### src/rtl/rock_pkg.sv
// Shared definitions for the rocking-cradle control path: level width,
// level limits, controller states and small level arithmetic helpers.
package rock_pkg;

   localparam int             LEVEL_W       = 3;
   localparam logic [LEVEL_W-1:0] LEVEL_MAX     = 3'd7;
   localparam logic [LEVEL_W-1:0] LEVEL_MIN_RUN = 3'd1;
   localparam logic [LEVEL_W-1:0] LEVEL_OFF     = 3'd0;

   typedef enum logic [1:0] {
      IDLE = 2'd0,
      RAMP = 2'd1,
      RUN  = 2'd2,
      STOP = 2'd3
   } state_t;

   // Apply one Up/Down press to a target level. Up saturates at LEVEL_MAX,
   // Down saturates at LEVEL_MIN_RUN so a target can never request "off".
   // Both pressed together cancel out.
   function automatic logic [LEVEL_W-1:0] level_adjust(
      input logic [LEVEL_W-1:0] cur,
      input logic               up,
      input logic               dn
   );
      logic [LEVEL_W-1:0] res;
      res = cur;
      if (up && !dn) begin
         if (cur >= LEVEL_MAX) begin
            res = LEVEL_MAX;
         end else begin
            res = cur + 3'd1;
         end
      end else if (dn && !up) begin
         if (cur <= LEVEL_MIN_RUN) begin
            res = LEVEL_MIN_RUN;
         end else begin
            res = cur - 3'd1;
         end
      end else begin
         res = cur;
      end
      return res;
   endfunction

   // Move a level one step toward its target (up or down), or hold it.
   function automatic logic [LEVEL_W-1:0] step_toward(
      input logic [LEVEL_W-1:0] cur,
      input logic [LEVEL_W-1:0] tgt
   );
      logic [LEVEL_W-1:0] res;
      if (cur < tgt) begin
         res = cur + 3'd1;
      end else if (cur > tgt) begin
         res = cur - 3'd1;
      end else begin
         res = cur;
      end
      return res;
   endfunction

   // Move a level one step toward off, never below zero.
   function automatic logic [LEVEL_W-1:0] step_down(
      input logic [LEVEL_W-1:0] cur
   );
      logic [LEVEL_W-1:0] res;
      if (cur == LEVEL_OFF) begin
         res = LEVEL_OFF;
      end else begin
         res = cur - 3'd1;
      end
      return res;
   endfunction

endpackage

### src/rtl/rock_setting_ctrl_if.sv
// Pushbutton inputs and level outputs of the cradle user-control stage.
// The slave side is the controller; the master side is whoever presses the
// buttons and consumes the levels.
interface rock_setting_ctrl_if;
   import rock_pkg::*;

   logic               btnFreqUp;
   logic               btnFreqDown;
   logic               btnAmpUp;
   logic               btnAmpDown;
   logic               btnStartStop;
   logic [LEVEL_W-1:0] Freq;
   logic [LEVEL_W-1:0] Amp;
   logic               Running;
   logic               Busy;

   modport master (
      output btnFreqUp,
      output btnFreqDown,
      output btnAmpUp,
      output btnAmpDown,
      output btnStartStop,
      input  Freq,
      input  Amp,
      input  Running,
      input  Busy
   );

   modport slave (
      input  btnFreqUp,
      input  btnFreqDown,
      input  btnAmpUp,
      input  btnAmpDown,
      input  btnStartStop,
      output Freq,
      output Amp,
      output Running,
      output Busy
   );

endinterface

### src/rtl/rock_setting_ctrl_button_debounce.sv
// One pushbutton channel: two-flop synchroniser, stability counter and a
// single-cycle press pulse on an accepted rising change. Releases are
// debounced the same way but produce no pulse.
module button_debounce #(
   parameter int DEBOUNCE_CYCLES = 500000
) (
   input  logic clk,
   input  logic rst_n,
   input  logic raw,
   output logic press
);

   localparam int              CNT_W    = (DEBOUNCE_CYCLES > 2) ? $clog2(DEBOUNCE_CYCLES) : 1;
   localparam logic [CNT_W-1:0] CNT_LAST = CNT_W'(DEBOUNCE_CYCLES - 1);
   localparam logic [CNT_W-1:0] CNT_ONE  = CNT_W'(1);

   logic             sync1_r;
   logic             sync2_r;
   logic             stable_r;
   logic             press_r;
   logic [CNT_W-1:0] cnt_r;

   // Bring the asynchronous button level into the clock domain.
   always_ff @(posedge clk or negedge rst_n) begin
      if (!rst_n) begin
         sync1_r <= 1'b0;
         sync2_r <= 1'b0;
      end else begin
         sync1_r <= raw;
         sync2_r <= sync1_r;
      end
   end

   // Accept a level change only after it has held for DEBOUNCE_CYCLES cycles.
   always_ff @(posedge clk or negedge rst_n) begin
      if (!rst_n) begin
         cnt_r    <= '0;
         stable_r <= 1'b0;
         press_r  <= 1'b0;
      end else if (sync2_r != stable_r) begin
         if (cnt_r == CNT_LAST) begin
            cnt_r    <= '0;
            stable_r <= sync2_r;
            press_r  <= sync2_r;
         end else begin
            cnt_r    <= cnt_r + CNT_ONE;
            press_r  <= 1'b0;
         end
      end else begin
         cnt_r   <= '0;
         press_r <= 1'b0;
      end
   end

   assign press = press_r;

endmodule

### src/rtl/rock_setting_ctrl.sv
// Cradle user-control stage: debounced buttons set frequency/amplitude
// targets, and a small FSM walks the Freq/Amp outputs toward those targets
// (or toward zero when stopping) by at most one level per ramp tick.
module rock_setting_ctrl
   import rock_pkg::*;
#(
   parameter int DEBOUNCE_CYCLES = 500000,
   parameter int RAMP_CYCLES     = 25000000,
   parameter int START_FREQ      = 3,
   parameter int START_AMP       = 3
) (
   input  logic                 CLK,
   input  logic                 Reset,
   rock_setting_ctrl_if.slave   bus
);

   localparam int                   RAMP_W    = (RAMP_CYCLES > 2) ? $clog2(RAMP_CYCLES) : 1;
   localparam logic [RAMP_W-1:0]    RAMP_LAST = RAMP_W'(RAMP_CYCLES - 1);
   localparam logic [RAMP_W-1:0]    RAMP_ONE  = RAMP_W'(1);
   localparam logic [LEVEL_W-1:0]   TGT_FREQ0 = LEVEL_W'(START_FREQ);
   localparam logic [LEVEL_W-1:0]   TGT_AMP0  = LEVEL_W'(START_AMP);

   logic               freq_up_s;
   logic               freq_dn_s;
   logic               amp_up_s;
   logic               amp_dn_s;
   logic               ss_press_s;
   logic               tick_s;
   logic               at_target_s;

   state_t             state_r;
   logic [LEVEL_W-1:0] freq_r;
   logic [LEVEL_W-1:0] amp_r;
   logic [LEVEL_W-1:0] tgt_freq_r;
   logic [LEVEL_W-1:0] tgt_amp_r;
   logic [RAMP_W-1:0]  ramp_cnt_r;
   logic               running_r;
   logic               busy_r;

   button_debounce #(.DEBOUNCE_CYCLES(DEBOUNCE_CYCLES)) u_db_freq_up (
      .clk(CLK), .rst_n(Reset), .raw(bus.btnFreqUp), .press(freq_up_s));
   button_debounce #(.DEBOUNCE_CYCLES(DEBOUNCE_CYCLES)) u_db_freq_dn (
      .clk(CLK), .rst_n(Reset), .raw(bus.btnFreqDown), .press(freq_dn_s));
   button_debounce #(.DEBOUNCE_CYCLES(DEBOUNCE_CYCLES)) u_db_amp_up (
      .clk(CLK), .rst_n(Reset), .raw(bus.btnAmpUp), .press(amp_up_s));
   button_debounce #(.DEBOUNCE_CYCLES(DEBOUNCE_CYCLES)) u_db_amp_dn (
      .clk(CLK), .rst_n(Reset), .raw(bus.btnAmpDown), .press(amp_dn_s));
   button_debounce #(.DEBOUNCE_CYCLES(DEBOUNCE_CYCLES)) u_db_ss (
      .clk(CLK), .rst_n(Reset), .raw(bus.btnStartStop), .press(ss_press_s));

   assign tick_s      = (ramp_cnt_r == RAMP_LAST);
   assign at_target_s = (freq_r == tgt_freq_r) && (amp_r == tgt_amp_r);

   // Targets follow the debounced Up/Down presses in every state.
   always_ff @(posedge CLK or negedge Reset) begin
      if (!Reset) begin
         tgt_freq_r <= TGT_FREQ0;
         tgt_amp_r  <= TGT_AMP0;
      end else begin
         tgt_freq_r <= level_adjust(tgt_freq_r, freq_up_s, freq_dn_s);
         tgt_amp_r  <= level_adjust(tgt_amp_r, amp_up_s, amp_dn_s);
      end
   end

   // Motion FSM: state, ramp counter, output levels and status flags.
   always_ff @(posedge CLK or negedge Reset) begin
      if (!Reset) begin
         state_r    <= IDLE;
         freq_r     <= LEVEL_OFF;
         amp_r      <= LEVEL_OFF;
         ramp_cnt_r <= '0;
         running_r  <= 1'b0;
         busy_r     <= 1'b0;
      end else begin
         case (state_r)
            IDLE: begin
               freq_r     <= LEVEL_OFF;
               amp_r      <= LEVEL_OFF;
               ramp_cnt_r <= '0;
               if (ss_press_s) begin
                  state_r   <= RAMP;
                  running_r <= 1'b1;
                  busy_r    <= 1'b1;
               end else begin
                  state_r   <= IDLE;
                  running_r <= 1'b0;
                  busy_r    <= 1'b0;
               end
            end
            RAMP: begin
               if (ss_press_s) begin
                  state_r    <= STOP;
                  ramp_cnt_r <= '0;
                  running_r  <= 1'b0;
                  busy_r     <= 1'b1;
               end else if (at_target_s) begin
                  state_r    <= RUN;
                  ramp_cnt_r <= '0;
                  running_r  <= 1'b1;
                  busy_r     <= 1'b0;
               end else begin
                  state_r   <= RAMP;
                  running_r <= 1'b1;
                  busy_r    <= 1'b1;
                  if (tick_s) begin
                     ramp_cnt_r <= '0;
                     freq_r     <= step_toward(freq_r, tgt_freq_r);
                     amp_r      <= step_toward(amp_r, tgt_amp_r);
                  end else begin
                     ramp_cnt_r <= ramp_cnt_r + RAMP_ONE;
                  end
               end
            end
            RUN: begin
               ramp_cnt_r <= '0;
               if (ss_press_s) begin
                  state_r   <= STOP;
                  running_r <= 1'b0;
                  busy_r    <= 1'b1;
               end else if (!at_target_s) begin
                  // A target moved away from the held level: ramp to it.
                  state_r   <= RAMP;
                  running_r <= 1'b1;
                  busy_r    <= 1'b1;
               end else begin
                  state_r   <= RUN;
                  running_r <= 1'b1;
                  busy_r    <= 1'b0;
               end
            end
            STOP: begin
               if (ss_press_s) begin
                  // Resume from the current levels; targets were never lost.
                  state_r    <= RAMP;
                  ramp_cnt_r <= '0;
                  running_r  <= 1'b1;
                  busy_r     <= 1'b1;
               end else if ((freq_r == LEVEL_OFF) && (amp_r == LEVEL_OFF)) begin
                  state_r    <= IDLE;
                  ramp_cnt_r <= '0;
                  running_r  <= 1'b0;
                  busy_r     <= 1'b0;
               end else begin
                  state_r   <= STOP;
                  running_r <= 1'b0;
                  busy_r    <= 1'b1;
                  if (tick_s) begin
                     ramp_cnt_r <= '0;
                     freq_r     <= step_down(freq_r);
                     amp_r      <= step_down(amp_r);
                  end else begin
                     ramp_cnt_r <= ramp_cnt_r + RAMP_ONE;
                  end
               end
            end
            default: begin
               state_r    <= IDLE;
               freq_r     <= LEVEL_OFF;
               amp_r      <= LEVEL_OFF;
               ramp_cnt_r <= '0;
               running_r  <= 1'b0;
               busy_r     <= 1'b0;
            end
         endcase
      end
   end

   assign bus.Freq    = freq_r;
   assign bus.Amp     = amp_r;
   assign bus.Running = running_r;
   assign bus.Busy    = busy_r;

endmodule

### src/flat_wrapper.sv
// flat-port wrapper written by rule: the top's interface ports become plain ports
module rock_setting_ctrl_flat import rock_pkg::*;
#(
   parameter int DEBOUNCE_CYCLES = 500000,
   parameter int RAMP_CYCLES     = 25000000,
   parameter int START_FREQ      = 3,
   parameter int START_AMP       = 3
)
  (CLK, Reset, bus_btnFreqUp, bus_btnFreqDown, bus_btnAmpUp, bus_btnAmpDown, bus_btnStartStop, bus_Freq, bus_Amp, bus_Running, bus_Busy);
  rock_setting_ctrl_if bus_i ();
  input  logic CLK;
  input  logic Reset;
  input wire logic [$bits(bus_i.btnFreqUp)-1:0] bus_btnFreqUp;
  input wire logic [$bits(bus_i.btnFreqDown)-1:0] bus_btnFreqDown;
  input wire logic [$bits(bus_i.btnAmpUp)-1:0] bus_btnAmpUp;
  input wire logic [$bits(bus_i.btnAmpDown)-1:0] bus_btnAmpDown;
  input wire logic [$bits(bus_i.btnStartStop)-1:0] bus_btnStartStop;
  output wire logic [$bits(bus_i.Freq)-1:0] bus_Freq;
  output wire logic [$bits(bus_i.Amp)-1:0] bus_Amp;
  output wire logic [$bits(bus_i.Running)-1:0] bus_Running;
  output wire logic [$bits(bus_i.Busy)-1:0] bus_Busy;
  assign bus_i.btnFreqUp = bus_btnFreqUp;
  assign bus_i.btnFreqDown = bus_btnFreqDown;
  assign bus_i.btnAmpUp = bus_btnAmpUp;
  assign bus_i.btnAmpDown = bus_btnAmpDown;
  assign bus_i.btnStartStop = bus_btnStartStop;
  assign bus_Freq = bus_i.Freq;
  assign bus_Amp = bus_i.Amp;
  assign bus_Running = bus_i.Running;
  assign bus_Busy = bus_i.Busy;
  rock_setting_ctrl #(.DEBOUNCE_CYCLES(DEBOUNCE_CYCLES), .RAMP_CYCLES(RAMP_CYCLES), .START_FREQ(START_FREQ), .START_AMP(START_AMP)) u_core (.CLK(CLK), .Reset(Reset), .bus(bus_i));
endmodule
### config.mk
export PLATFORM = sky130hd
export DESIGN_NAME = rock_setting_ctrl_flat
export DESIGN_NICKNAME = d
export VERILOG_FILES = /design/src/rtl/rock_pkg.sv /design/src/rtl/rock_setting_ctrl_if.sv /design/src/rtl/rock_setting_ctrl_button_debounce.sv /design/src/rtl/rock_setting_ctrl.sv /design/src/flat_wrapper.sv
export SDC_FILE = /design/constraint.sdc
export NUM_CORES = 1
export LEC_CHECK = 0
export BUFFER_PORTS_ARGS = -buffer_cell sky130_fd_sc_hd__buf_2
export CORE_MARGIN = 1
export CORE_UTILIZATION = 56
export CTS_CLUSTER_DIAMETER = 80
export CTS_CLUSTER_SIZE = 30
export DETAILED_ROUTE_END_ITERATION = 8
export PLACE_DENSITY = 0.77
export SETUP_SLACK_MARGIN = 0.02
export SLEW_MARGIN = 25
export SYNTH_ARGS = -nofsm -noshare
export SYNTH_HDL_FRONTEND = slang
export SYNTH_SLANG_ARGS = --single-unit
### constraint.sdc
create_clock -name CLK -period 2.42 [get_ports CLK]
set_input_delay 0.121 -clock CLK [delete_from_list [all_inputs] [get_ports CLK]]
set_output_delay 0.121 -clock CLK [all_outputs]
set_load 0.02 [all_outputs]
# After elaboration in Yosys (flattened, before gate mapping)
# Cells that the tools add are included.
[op_classes] addsub=14 magnitude_cmp=8 eq_ne=24 n_mux=68 n_reduce_logical=26
[ops] operator="$mux W19" count=10
[ops] operator="$mux W25" count=5
[ops] operator="$add A19 B1 Y19 const B" count=5
[ops] operator="$eq A19 B19 Y1 const B" count=5
[ops] operator="$mux W3" count=26
[ops] operator="$pmux W25 S3" count=1
[ops] operator="$add A25 B1 Y25 const B" count=1
[ops] operator="$eq A25 B25 Y1 const B" count=1
[ops] operator="$pmux W3 S3" count=2
[ops] operator="$mux W1" count=17
[ops] operator="$reduce_and A8 Y1" count=2
[ops] operator="$add A3 B1 Y3 const B" count=4
[ops] operator="$sub A3 B1 Y3 const B" count=4
[ops] operator="$reduce_and A2 Y1" count=5
[ops] operator="$mux W2" count=4
[ops] operator="$ne A2 B2 Y1 const B" count=4
[ops] operator="$eq A3 B3 Y1" count=2
[ops] operator="$ge A3 B3 Y1 const B" count=2
[ops] operator="$gt A3 B3 Y1" count=2
[ops] operator="$le A3 B1 Y1 const B" count=2
[ops] operator="$logic_and A1 B1 Y1" count=6
[ops] operator="$logic_not A3 Y1" count=2
[ops] operator="$lt A3 B3 Y1" count=2
[ops] operator="$ne A3 B1 Y1 const B" count=2
[ops] operator="other kinds (12)" count=24
[totals] regBits=156 in_bits=7 output_inout_bits=8 word_cells=173

# Longest topological paths before layout
[depth] depth_word=7 depth_mapped=9 depth_no_buf=8

# By module
# Synthesis repeated with hierarchy kept, for this count alone.
[hier_totals] hier_cells=823 area_unflattened_um2=8306.7
[modules_own_cells] mod="button_debounce (u_core.u_db_amp_dn ...)" n_inst=4 cells_per_inst=110 area_per_inst_um2=1118.6 seq_area_each_um2=575.6
[modules_own_cells] mod="rock_setting_ctrl" n_inst=1 cells_per_inst=277 area_per_inst_um2=2687.6 seq_area_each_um2=1031.0
[modules_own_cells] mod="button_debounce (u_core.u_db_ss)" n_inst=1 cells_per_inst=106 area_per_inst_um2=1144.8 seq_area_each_um2=575.6

# Least setup slack after synthesis
# No wires, ideal clock.
[synth_timing] path_kind="reg-to-reg" from="reg u_core.freq_r[0], in the netlist u_core.bus.Freq[0]" to="reg u_core.amp_r[0], in the netlist u_core.bus.Amp[0]" setup_ns=0.125 arrival_ns=1.991 t_required_ns=2.295 path_slack_ns=0.304 path_stages_with_launch=9 path_buffers=0 synth_period_minus_slack_ns=2.116 path_cell_list="dfrtp_1 -> inv_1 -> ha_1 -> and4bb_1 -> a211oi_2 -> nor4b_4 -> o21a_4 -> nand2_4 -> mux2_4"
[synth_between] elab_chain_len=4 word_cells_on_any_way=7 classes_between="3 x eq/ne; 4 x reduce/logical"
[synth_lines] item="start, declared" line="rock_setting_ctrl.sv:32" source="logic [LEVEL_W-1:0] freq_r;"
[synth_lines] item="start signal, assigned" line="rock_setting_ctrl.sv:107" source="freq_r <= step_toward(freq_r, tgt_freq_r);"
[synth_lines] item="start signal, assigned" line="rock_setting_ctrl.sv:149" source="freq_r <= step_down(freq_r);"
[synth_lines] item="$eq A3 B3 Y1 / $logic_not A3 Y1 (equally long branches)" line="rock_setting_ctrl.sv:52, rock_setting_ctrl.sv:138"
[synth_lines] item="$logic_and A1 B1 Y1, on equally long branches" line="rock_setting_ctrl.sv:52, rock_setting_ctrl.sv:138"
[synth_lines] item="$ne A2 B2 Y1 (no source line)"
[synth_lines] item="$reduce_and A8 Y1 (no source line) (*)"
[synth_lines] item="end signal, assigned" line="rock_setting_ctrl.sv:108" source="amp_r <= step_toward(amp_r, tgt_amp_r);"
[synth_lines] item="end signal, assigned" line="rock_setting_ctrl.sv:150" source="amp_r <= step_down(amp_r);"
[synth_lines] item="end, declared" line="rock_setting_ctrl.sv:33" source="logic [LEVEL_W-1:0] amp_r;"
# Every way passes the cells marked *; elsewhere a longest branch is shown, timed or not.
# A chain may end at the register's enable or synchronous reset.

# Final worst setup path
[layout_timing] from="reg u_core.tgt_freq_r[1]" to="reg u_core.freq_r[2], in the netlist u_core.bus.Freq[2]"
[layout_between] elab_chain_len=6 word_cells_on_any_way=12 classes_between="2 x order compare; 3 x eq/ne; 5 x mux; 2 x reduce/logical"
[layout_lines] item="start, declared" line="rock_setting_ctrl.sv:34" source="logic [LEVEL_W-1:0] tgt_freq_r;"
[layout_lines] item="start signal, assigned" line="rock_setting_ctrl.sv:60" source="tgt_freq_r <= level_adjust(tgt_freq_r, freq_up_s, freq_dn_s);"
[layout_lines] item="$lt A3 B3 Y1" line="rock_pkg.sv:51" source="if (cur < tgt) begin"
[layout_lines] item="$mux W3" line="rock_pkg.sv:51"
[layout_lines] item="$mux W3" line="rock_setting_ctrl.sv:105" source="if (tick_s) begin"
[layout_lines] item="$mux W3" line="rock_setting_ctrl.sv:96" source="end else if (at_target_s) begin"
[layout_lines] item="$mux W3" line="rock_setting_ctrl.sv:91" source="if (ss_press_s) begin"
[layout_lines] item="$pmux W3 S3" line="rock_setting_ctrl.sv:75" source="case (state_r)"
# Parallel ways exist; a longest one is shown, timed or not. The select of a mux whose other input is x is not followed.

==> results.json <==
{
  "synth_top_area_cell": "dfrtp_1",
  "arrival_ps": 2500,
  "numClockSinks": 156,
  "slew_headroom_pct": 60.5,
  "rr_worst_depth": 8,
  "io_buffers": 14,
  "period_minus_slack_ps": 2190,
  "finalHoldViolations": 0,
  "r2r_slack_ps": 230,
  "timing.rr.end": "u_core.bus.Freq[2]",
  "drc": 0,
  "switchingPower_mw": 1.17,
  "outcome": "finished, final reports clean",
  "critPathKind": "flip-flop to flip-flop",
  "die_x_microns": 120,
  "critPathLaunchType": "flip-flop",
  "ant_nets": 0,
  "final_area_sq_mm": 0.00878,
  "clkPwrFrac_pct": 49.3,
  "vias_per_cell": 5.49,
  "crit_required_ps": 2730,
  "vdd_drop_max_mv": 0.543,
  "tns_ps": 0,
  "yosysUniqueCellTypes": 63,
  "antenna_cells": 0,
  "rows": 42,
  "synth_seq_cells": 156,
  "internal_power_mw": 4.36,
  "hold_path.class": "input pin to async pin",
  "grt_max_degree": 62,
  "async_flop_share_pct": 100,
  "fin_worst_skew_ps": 7.80,
  "synthesis.nets": 801,
  "clk_latency_ps": 430,
  "synth_cells": 763,
  "grt_pass1_wl_microns": 24200,
  "synth_edf_count": 0,
  "gp_congestion": 0.882,
  "placed_area_sq_mm": 0.00810,
  "yosys.area.top_type_share_pct": 48.5,
  "cp-end-kind": "flip-flop",
  "tightest_slew_ps": 590,
  "h-tree-depth": 4,
  "grtUsageTotal_pct": 21.0,
  "dr_total_vias": 5401,
  "ys_warn_count": 0,
  "drive_gt1_share_pct": 11.3,
  "fmax_ghz": 0.456,
  "cts_tree": "built",
  "drtPass1Iterations": 4,
  "syn-cell-area_sq_mm": 0.00784,
  "yosysSeqAreaShare_pct": 49.8,
  "rsz0062_at_grt": "no",
  "wirelength_microns": 13700,
  "die_y_microns": 120,
  "dp_hpwl_microns": 9320,
  "root_buffer": "clkbuf_16",
  "finalNetCount": 832,
  "finalCritPeriodShare_pct": 90.6,
  "grt_pass1_vias": 5442,
  "power.density_mw_per_mm2": 630,
  "crit_end": "u_core.bus.Freq[2]",
  "pin_count": 15,
  "syn2layout_area_growth_pct": 12.0,
  "yosys_most_used_dff": "dfrtp_1",
  "antenna_found_initial": 0,
  "power_mw": 5.53,
  "wl_per_cell_microns": 13.9,
  "start_util_pct": 58.3,
  "maxCapViolations": 0,
  "die_area_sq_mm": 0.0145,
  "clk_pin_slew_ps": 60,
  "regToRegStartpoint": "u_core.tgt_freq_r[1]",
  "avgSynthCellArea_sq_um": 10.3,
  "grt-ovfl-total": 0,
  "swShare_pct": 21.2,
  "cp-startpoint": "u_core.tgt_freq_r[1]",
  "p_leak_nw": 3.87,
  "drt-initial-drc-count": 317,
  "synthTopCellsByArea": "dfrtp_1 (49%), xor2_1 (8.4%), nor2_1 (6.8%), ha_1 (4.9%), xnor2_1 (4.8%)",
  "worstPathMaxFanout": 7,
  "seqPwrFrac_pct": 48.2,
  "setup_violations": 0,
  "cts_buffers": 17,
  "slew_viol_final": 0,
  "core_area_sq_mm": 0.0135,
  "clock_path_buffers": 2,
  "p_comb_share_pct": 2.5
}
==> area by class of cell <==
class                           instances  area (sq um)
Clock inverter                         13           168
Sequential cell                       156          3910
Timing Repair Buffer                   24           179
Multi-Input combinational cell        570          3760
Fill cell                            1053          4670
Tap cell                              176           220
Clock buffer                           19           453
Inverter                               25          93.8
==> synthesized netlist by cell type, types with 4 or more instances <==
cell	count
a21oi_1	12
and3_1	19
and4_1	4
and4b_1	4
buf_2	7
dfrtp_1	152
dfstp_2	4
ha_1	31
inv_1	25
mux2_2	7
mux2i_1	4
nand2_1	46
nand3_1	45
nand4_1	27
nor2_1	142
nor2_2	10
nor2b_1	5
nor3_1	16
nor3b_1	4
nor4_1	6
o21a_1	4
o21ai_0	11
xnor2_1	43
xor2_1	75
==> flip-flops by register name, indices dropped and copies added (netlist names), 2 cells and up <==
signal / flops
u_core.bus.Amp: 3
u_core.bus.Freq: 3
u_core.ramp_cnt_r: 25
u_core.state_r: 2
u_core.tgt_amp_r: 3
u_core.tgt_freq_r: 3
u_core.u_db_amp_dn.cnt_r: 19
u_core.u_db_amp_up.cnt_r: 19
u_core.u_db_freq_dn.cnt_r: 19
u_core.u_db_freq_up.cnt_r: 19
u_core.u_db_ss.cnt_r: 19
==> metal layers <==
layer  vias to the layer above  track usage [%]  part of all wire [%]
met2                        57             34.2                    48
met3                        21             5.24                   2.9
li1                       2658                -                     -
met5                         -                0                     0
met1                      2665             26.6                    47
met4                         0             8.95                   1.8
==> through the flow <==
step                      hold slack, ps  worst slack (ps)  util (%)  std cells
final                                242               227      65.3        983
after global routing                 288               103      65.3        983
after CTS                            268               223      65.3        983
after detailed placement             144              14.6      60.2        945
after global placement               124               135      60.2        945
after floorplan                     -175               304         -        763
==> worst min path at each step <==
stage	from	endpoint	slack [ps]	cells past startpoint
after floorplan	Reset	u_core.bus.Amp[0]	-170	0
after global placement	Reset	u_core.ramp_cnt_r[24]	120	1
after detailed placement	Reset	u_core.ramp_cnt_r[23]	140	1
after CTS	Reset	u_core.ramp_cnt_r[23]	270	2
after global routing	Reset	u_core.ramp_cnt_r[23]	290	2
final	Reset	u_core.ramp_cnt_r[23]	240	2
==> cells by family after synthesis <==
family,Yosys count,share of synthesized area (%)
XOR/XNOR,118,13.2
multiplexers,14,2.09
AO/OA/AOI/OAI,47,4.09
adder cells (fa/ha/maj),31,4.95
AND/OR/NAND/NOR,360,23.6
flip-flops,156,49.8
buffers and inverters,37,2.23
==> cell usage in the layout (no fill, tap or decap), drive strengths merged, types with 6 or more instances in the layout <==
master,netlist,layout
dlygate4sd3,0,6
o21ai,12,12
nand2,50,50
dfrtp,152,152
mux2,10,10
buf,10,18
nand4,27,27
a21oi,12,12
clkbuf,2,19
nor2,152,152
nand3,46,46
and3,19,19
nor3,17,17
nor4,8,8
ha,31,31
inv,25,25
xor2,75,75
xnor2,43,43
==> repair_timing <==
action | CTS | global route
setup buffers | 0 | 0
endpoints found under the setup margin | 23 | 0
hold buffers | 6 | 0
endpoints found under the hold margin | 61 | 0
resized for setup | 1 | 0
==> power by group through the flow <==
stage	logic [mW]	clock network, mW	registers (mW)
after CTS	0.146	2.80	2.66
after global routing	0.164	2.90	2.67
after global placement	0.130	0	2.71
after detailed placement	0.136	0	2.71
after floorplan	0.0649	0	2.71
final	0.138	2.73	2.66
==> worst max-delay path, stage by stage, from the launching register on <==
cell      delay (ps)
dfstp_2          580
inv_1             80
ha_1             290
nand3_1          100
nor2_1           100
a221oi_1         320
o21a_4           230
nand2_4           70
a211o_1          300
(Power assumes the default switching activity.)
